## src/rtl/board_loader_pkg.sv

```systemverilog
// board_loader_pkg
//   Shared types and constants for the board loader and its neighbours on the
//   double buffer's logic write port (life_logic, renderer).
//   - BOARD_WORDS_C : data_t words per 128x128 board (16 cells per word)
//   - WORD_BITS_C   : cells per data_t word
//   - BYTES_PER_W_C : stream bytes packed into one data_t word
//   - addr_t / data_t / pos_t : word address, word data, cell row/column
//   - loader_state_t : loader FSM encoding; the CLEAR state exists only when
//     the LOADER_CLEAR_EN macro is defined.
package board_loader_pkg;

    localparam int BOARD_WORDS_C = 1024;
    localparam int WORD_BITS_C   = 16;
    localparam int BYTES_PER_W_C = 2;
    localparam int ADDR_W_C      = $clog2(BOARD_WORDS_C);

    typedef logic [ADDR_W_C-1:0]    addr_t;
    typedef logic [WORD_BITS_C-1:0] data_t;
    typedef logic [6:0]             pos_t;

    typedef enum logic [2:0] {
        IDLE,
        RECV,
        WRITE,
        DONE
`ifdef LOADER_CLEAR_EN
        ,
        CLEAR
`endif
    } loader_state_t;

endpackage

```

## src/rtl/board_loader.sv

```systemverilog
// board_loader
//   Fills the back buffer with an initial board received as a valid/ready byte
//   stream. Bytes are packed little-endian into data_t words (byte 0 -> bits
//   [7:0]) and each completed word is written with a single wr_en_out cycle.
//   Optional feature macro: LOADER_CLEAR_EN adds clear_in and a CLEAR state
//   that zero-fills the whole board.
// Ports
//   clk_in, rst_in      : clock, asynchronous active-high reset
//   clear_in            : (LOADER_CLEAR_EN only) 1-cycle pulse, zero-fill board
//   start_in            : 1-cycle pulse, begin a load from word 0
//   in_valid/in_data    : stream byte and its valid
//   in_ready            : high while the loader can accept a byte
//   addr_w_out/data_w_out/wr_en_out : double buffer logic write port
//   busy_out            : load/clear in progress
//   done_out            : 1-cycle pulse after the last word is written
module board_loader
    import board_loader_pkg::*;
#(
    parameter int BOARD_WORDS = BOARD_WORDS_C,
    parameter int BYTES_PER_W = BYTES_PER_W_C
) (
    input  logic       clk_in,
    input  logic       rst_in,
`ifdef LOADER_CLEAR_EN
    input  logic       clear_in,
`endif
    input  logic       start_in,
    input  logic       in_valid,
    input  logic [7:0] in_data,
    output logic       in_ready,
    output addr_t      addr_w_out,
    output data_t      data_w_out,
    output logic       wr_en_out,
    output logic       busy_out,
    output logic       done_out
);

    localparam int CNT_W = (BYTES_PER_W > 1) ? $clog2(BYTES_PER_W) : 1;
    localparam addr_t           LAST_ADDR = addr_t'(BOARD_WORDS - 1);
    localparam logic [CNT_W-1:0] LAST_LANE = CNT_W'(BYTES_PER_W - 1);

    loader_state_t    state_q, state_d;
    logic [CNT_W-1:0] byte_cnt_q, byte_cnt_d;
    addr_t            addr_q, addr_d;
    data_t            data_q, data_d;
    logic             in_ready_q, in_ready_d;
    logic             wr_en_q, wr_en_d;
    logic             busy_q, busy_d;
    logic             done_q, done_d;

    always_comb begin
        state_d    = state_q;
        byte_cnt_d = byte_cnt_q;
        addr_d     = addr_q;
        data_d     = data_q;

        case (state_q)
            IDLE: begin
                if (start_in) begin
                    state_d    = RECV;
                    addr_d     = '0;
                    byte_cnt_d = '0;
                end
`ifdef LOADER_CLEAR_EN
                else if (clear_in) begin
                    state_d = CLEAR;
                    addr_d  = '0;
                    data_d  = '0;
                end
`endif
            end
            RECV: begin
                // in_ready_q is exactly (state_q == RECV); using it keeps the
                // accept condition identical to what the source sees.
                if (in_valid && in_ready_q) begin
                    data_d[{byte_cnt_q, 3'b000} +: 8] = in_data;
                    if (byte_cnt_q == LAST_LANE) begin
                        byte_cnt_d = '0;
                        state_d    = WRITE;
                    end else begin
                        byte_cnt_d = byte_cnt_q + 1'b1;
                    end
                end
            end
            WRITE: begin
                // The address saturates at the last word: no wrap, no extra write.
                if (addr_q == LAST_ADDR) begin
                    state_d = DONE;
                end else begin
                    addr_d  = addr_q + 1'b1;
                    state_d = RECV;
                end
            end
`ifdef LOADER_CLEAR_EN
            CLEAR: begin
                if (addr_q == LAST_ADDR) begin
                    state_d = DONE;
                end else begin
                    addr_d = addr_q + 1'b1;
                end
            end
`endif
            DONE: begin
                // start_in is deliberately not looked at here.
                state_d = IDLE;
            end
            default: begin
                state_d = IDLE;
            end
        endcase

        // Outputs are decoded from the next state so they come straight off flops.
        in_ready_d = (state_d == RECV);
        done_d     = (state_d == DONE);
`ifdef LOADER_CLEAR_EN
        wr_en_d    = (state_d == WRITE) || (state_d == CLEAR);
        busy_d     = (state_d == RECV) || (state_d == WRITE) || (state_d == CLEAR);
`else
        wr_en_d    = (state_d == WRITE);
        busy_d     = (state_d == RECV) || (state_d == WRITE);
`endif
    end

    always_ff @(posedge clk_in or posedge rst_in) begin
        if (rst_in) begin
            state_q    <= IDLE;
            byte_cnt_q <= '0;
            addr_q     <= '0;
            data_q     <= '0;
            in_ready_q <= 1'b0;
            wr_en_q    <= 1'b0;
            busy_q     <= 1'b0;
            done_q     <= 1'b0;
        end else begin
            state_q    <= state_d;
            byte_cnt_q <= byte_cnt_d;
            addr_q     <= addr_d;
            data_q     <= data_d;
            in_ready_q <= in_ready_d;
            wr_en_q    <= wr_en_d;
            busy_q     <= busy_d;
            done_q     <= done_d;
        end
    end

    assign in_ready   = in_ready_q;
    assign addr_w_out = addr_q;
    assign data_w_out = data_q;
    assign wr_en_out  = wr_en_q;
    assign busy_out   = busy_q;
    assign done_out   = done_q;

endmodule

```

## config.mk

```make
export PLATFORM = sky130hd
export DESIGN_NAME = board_loader
export DESIGN_NICKNAME = d
export VERILOG_FILES = /design/src/rtl/board_loader_pkg.sv /design/src/rtl/board_loader.sv
export SDC_FILE = /design/constraint.sdc
export NUM_CORES = 1
export LEC_CHECK = 0
export CAP_MARGIN = 40
export CELL_PAD_IN_SITES_DETAIL_PLACEMENT = 1
export CELL_PAD_IN_SITES_GLOBAL_PLACEMENT = 1
export CORE_MARGIN = 4
export CORE_UTILIZATION = 32
export CTS_CLUSTER_DIAMETER = 30
export DETAILED_ROUTE_END_ITERATION = 7
export DONT_BUFFER_PORTS = 1
export PLACE_DENSITY_LB_ADDON = 0.15
export SKIP_CTS_REPAIR_TIMING = 1
export SYNTH_ARGS = -nofsm -noshare
export SYNTH_HDL_FRONTEND = slang
export SYNTH_SLANG_ARGS = --single-unit
export TNS_END_PERCENT = 10
```

## constraint.sdc

```tcl
create_clock -name clk_in -period 1.9 [get_ports clk_in]
set_input_delay 0.19 -clock clk_in [delete_from_list [all_inputs] [get_ports clk_in]]
set_output_delay 0.19 -clock clk_in [all_outputs]
set_load 0.02 [all_outputs]
```

==> impl_metrics.tcl <==
set metrics [dict create \
    status "complete, no violations" \
    p_int_uw 1220 \
    start_util 0.3359 \
    cp_max_fo 4 \
    clk_latency_ns 0.28 \
    core-area_mm2 0.004414 \
    antenna_found_initial 0 \
    routedWlPerCell_um 17.66 \
    hold_ws_ns 0.05429 \
    power_per_cell_area_mw_per_mm2 990.5 \
    required_ns 2.12 \
    path_cells "or2_1, or4_4, or4_4, a21oi_4" \
    pin_count 42 \
    overflow 0 \
    endpoint_kind "flop" \
    finalClockSkew_ns 0.01154 \
    drt-initial-drc-count 14 \
    net-switching-power_uw 544.6 \
    cp-start-kind "flop" \
    combinationalPowerShare 0.093 \
    synth_cells 122 \
    clk_path_buf_depth 2 \
    place_congestion 0.8311 \
    die_x_um 76.07 \
    power_frac_clock 0.311 \
    cp.arrival_ns 2.02 \
    sw_frac_of_total 0.3086 \
    slowest_delay_ns 0.53 \
    hold_viol_final 0 \
    dr.pass1.iters 4 \
    rows 24 \
    p_leak_uw 0.0008346 \
    ys_seq_elements 34 \
    layout-drive-gt1-share 0.3562 \
    setup_violations 0 \
    path_common_cell "or4_4" \
    syn_area_mm2 0.001483 \
    port_buffers 0 \
    critPathBufInv 0 \
    grt_max_degree 35 \
    finalCriticalPeriod_ns 1.800 \
    crit_slowest_cell "or4_4" \
    cts_tree "yes" \
    fin_util 0.4036 \
    viasPerCell 5.323 \
    stdcell_count 198 \
    avgSynthCellArea_um2 12.15 \
    cap_violations 0 \
    p_seq_frac 0.596 \
    clock-root-buffer "clkbuf_8" \
    ys_types 36 \
    placed_cell_area_mm2 0.001643 \
    antenna_cells 0 \
    vdd_drop_max_v 0.0006158 \
    wirelength_mm 3.497 \
    slew_headroom 0.6584 \
    worst_pin_slew_ns 0.5109 \
    rsz0062_at_grt "no" \
    ys_seq_area_frac 0.5738 \
    fin_crit_sh 0.9474 \
    criticalPathCategory "reg2reg" \
    drtAntennaViolNets 0 \
    area_delta_synth_final_pct 20.17 \
    die_area_mm2 0.005787 \
    synth_nets 135 \
    layout.nets 158 \
    slew_viol_final 0 \
    clk_pin_slew_worst_paths_ns 0.08 \
    dpl.hpwl_mm 2.673 \
    clock.fmax_ghz 0.5555 \
    vias 1054 \
    design_area_mm2 0.001782 \
    filler_cell_count 488 \
    hold_path_class "in2reg" \
    fp.dieH_um 76.07 \
    drc 0 \
    h-tree-depth 2 \
    ys_warn_count 0 \
    dp.cells 188 \
    cts.sinks 34 \
    cp_top_family "simple AND/OR/NAND/NOR gates" \
    grtUsageTotal 0.1275 \
    grt_pass1_wl_mm 5.982 \
    numCtsBuffers 5 \
    grt_pass1_vias 1186 \
]
## logic make-up (layout without fill, tap and decap cells)
| group | Yosys count | after routing | synth area share |
|---|---|---|---|
| AO/OA/AOI/OAI | 22 | 22 | 0.1030 |
| XOR/XNOR | 1 | 1 | 0.005908 |
| adder cells (fa/ha/maj) | 1 | 1 | 0.008437 |
| buffers and inverters | 9 | 33 | 0.03797 |
| flip-flops | 34 | 34 | 0.5738 |
| multiplexers | 17 | 17 | 0.1283 |
| other | 1 | 1 | 0.002529 |
| AND/OR/NAND/NOR | 37 | 37 | 0.1401 |
## final cells by class
cell class                 instances  area (um^2)  share of cell area
clock buffer                       6        82.58             0.04635
clock inverter                     2        12.51            0.007022
inverter                           7        31.28             0.01756
multi-input combinational         79        601.8              0.3378
sequential                        34        850.8              0.4775
tap                               52        65.06             0.03652
timing repair buffer              18        137.6             0.07725
## sequential cells by signal, indices dropped and copies added (netlist names)
register and cells:
data_w_out 16, addr_w_out 10, state_q 3, busy_out 1, byte_cnt_q 1, done_out 1, in_ready 1, wr_en_out 1
## through the flow
stage	power [uW]	worst slack, ns	TNS [ns]
2_1_floorplan	1167	-0.005694	-0.005694
3_3_place_gp	1219	0.07165	0
3_5_place_dp	1234	0.02763	0
4_1_cts	1790	0.02347	0
5_1_grt	1876	0.0008014	0
6_report	1765	0.09996	0
## metal layers
layer / wire length (um) / GRT usage / share of wire
met1: 1339 / 0.1422 / 0.38
met2: 1746 / 0.2021 / 0.50
met4: 33 / 0.05070 / 0.0094
met3: 378 / 0.06974 / 0.11
met5: 0 / 0 / 0
## cells in the final DEF (no fill, tap or decap), types with 2 or more instances in the layout
cell type / instances
mux2_2: 16
nand3_1: 5
o31ai_1: 3
or2_2: 2
clkbuf_8: 6
inv_1: 6
o21ai_1: 3
nand2_1: 9
a21oi_1: 3
or4_4: 3
o21ai_0: 4
nor2_1: 5
nand4_1: 2
dfrtp_1: 34
buf_4: 17
and3_1: 2
nor4_1: 2
## synthesized netlist by cell type
| library cell | instances | area [um^2] |
|---|---|---|
| o31ai_1 | 4 | 30.03 |
| o21a_1 | 1 | 7.510 |
| a21oi_1 | 4 | 20.02 |
| ha_1 | 1 | 12.51 |
| and2_1 | 1 | 6.260 |
| buf_2 | 1 | 5.000 |
| or2_2 | 2 | 12.51 |
| or4_1 | 3 | 22.52 |
| a211oi_1 | 1 | 7.510 |
| or2_1 | 1 | 6.260 |
| buf_12 | 1 | 20.02 |
| nor4_1 | 2 | 12.51 |
| o2bb2ai_1 | 1 | 8.760 |
| or3b_1 | 1 | 8.760 |
| dfrtp_1 | 34 | 850.8 |
| inv_1 | 6 | 22.52 |
| clkinv_4 | 1 | 8.760 |
| mux2_2 | 16 | 180.2 |
| a22o_1 | 1 | 8.760 |
| nand2_1 | 9 | 33.78 |
| o21ai_0 | 4 | 20.02 |
| a311oi_1 | 1 | 8.760 |
| mux2i_1 | 1 | 10.01 |
| nor2_1 | 5 | 18.77 |
| a41oi_1 | 1 | 8.760 |
| nand3_1 | 5 | 25.02 |
| or3_1 | 1 | 6.260 |
| o31a_4 | 1 | 17.52 |
| conb_1 | 1 | 3.750 |
| xor2_1 | 1 | 8.760 |
| nor3_2 | 1 | 10.01 |
| nand4_1 | 2 | 12.51 |
| and3_1 | 2 | 12.51 |
| and4_1 | 1 | 8.760 |
| or4_4 | 1 | 11.26 |
| o21ai_1 | 3 | 15.01 |
## worst paths after layout
kind	startpoint	endpoint	slack [ns]	cells after the start
hold / removal	in_data[5]	data_w_out[13]	0.05	1
min in group asynchronous	rst_in	data_w_out[5]	0.46	3
setup / recovery	state_q[0]	addr_w_out[7]	0.1	4
max in group asynchronous	rst_in	addr_w_out[0]	1.13	3
setup reg to reg	state_q[0]	addr_w_out[7]	0.1	4
hold reg to reg	addr_w_out[0]	addr_w_out[0]	0.57	2
## power by group through the flow
stage	registers, uW	logic (uW)	clock network [uW]
after floorplan	1040	129	0
after global placement	1060	155	0
after detailed placement	1070	166	0
after CTS	1060	165	569
after global routing	1070	189	619
final	1050	164	549
## worst reg2reg max path, cell delays in order (launching register included)
cell and delay [ns]:
dfrtp_1 0.39, or2_1 0.26, or4_4 0.53, or4_4 0.44, a21oi_4 0.12
No activity file was read; power rests on OpenSTA's default activity.
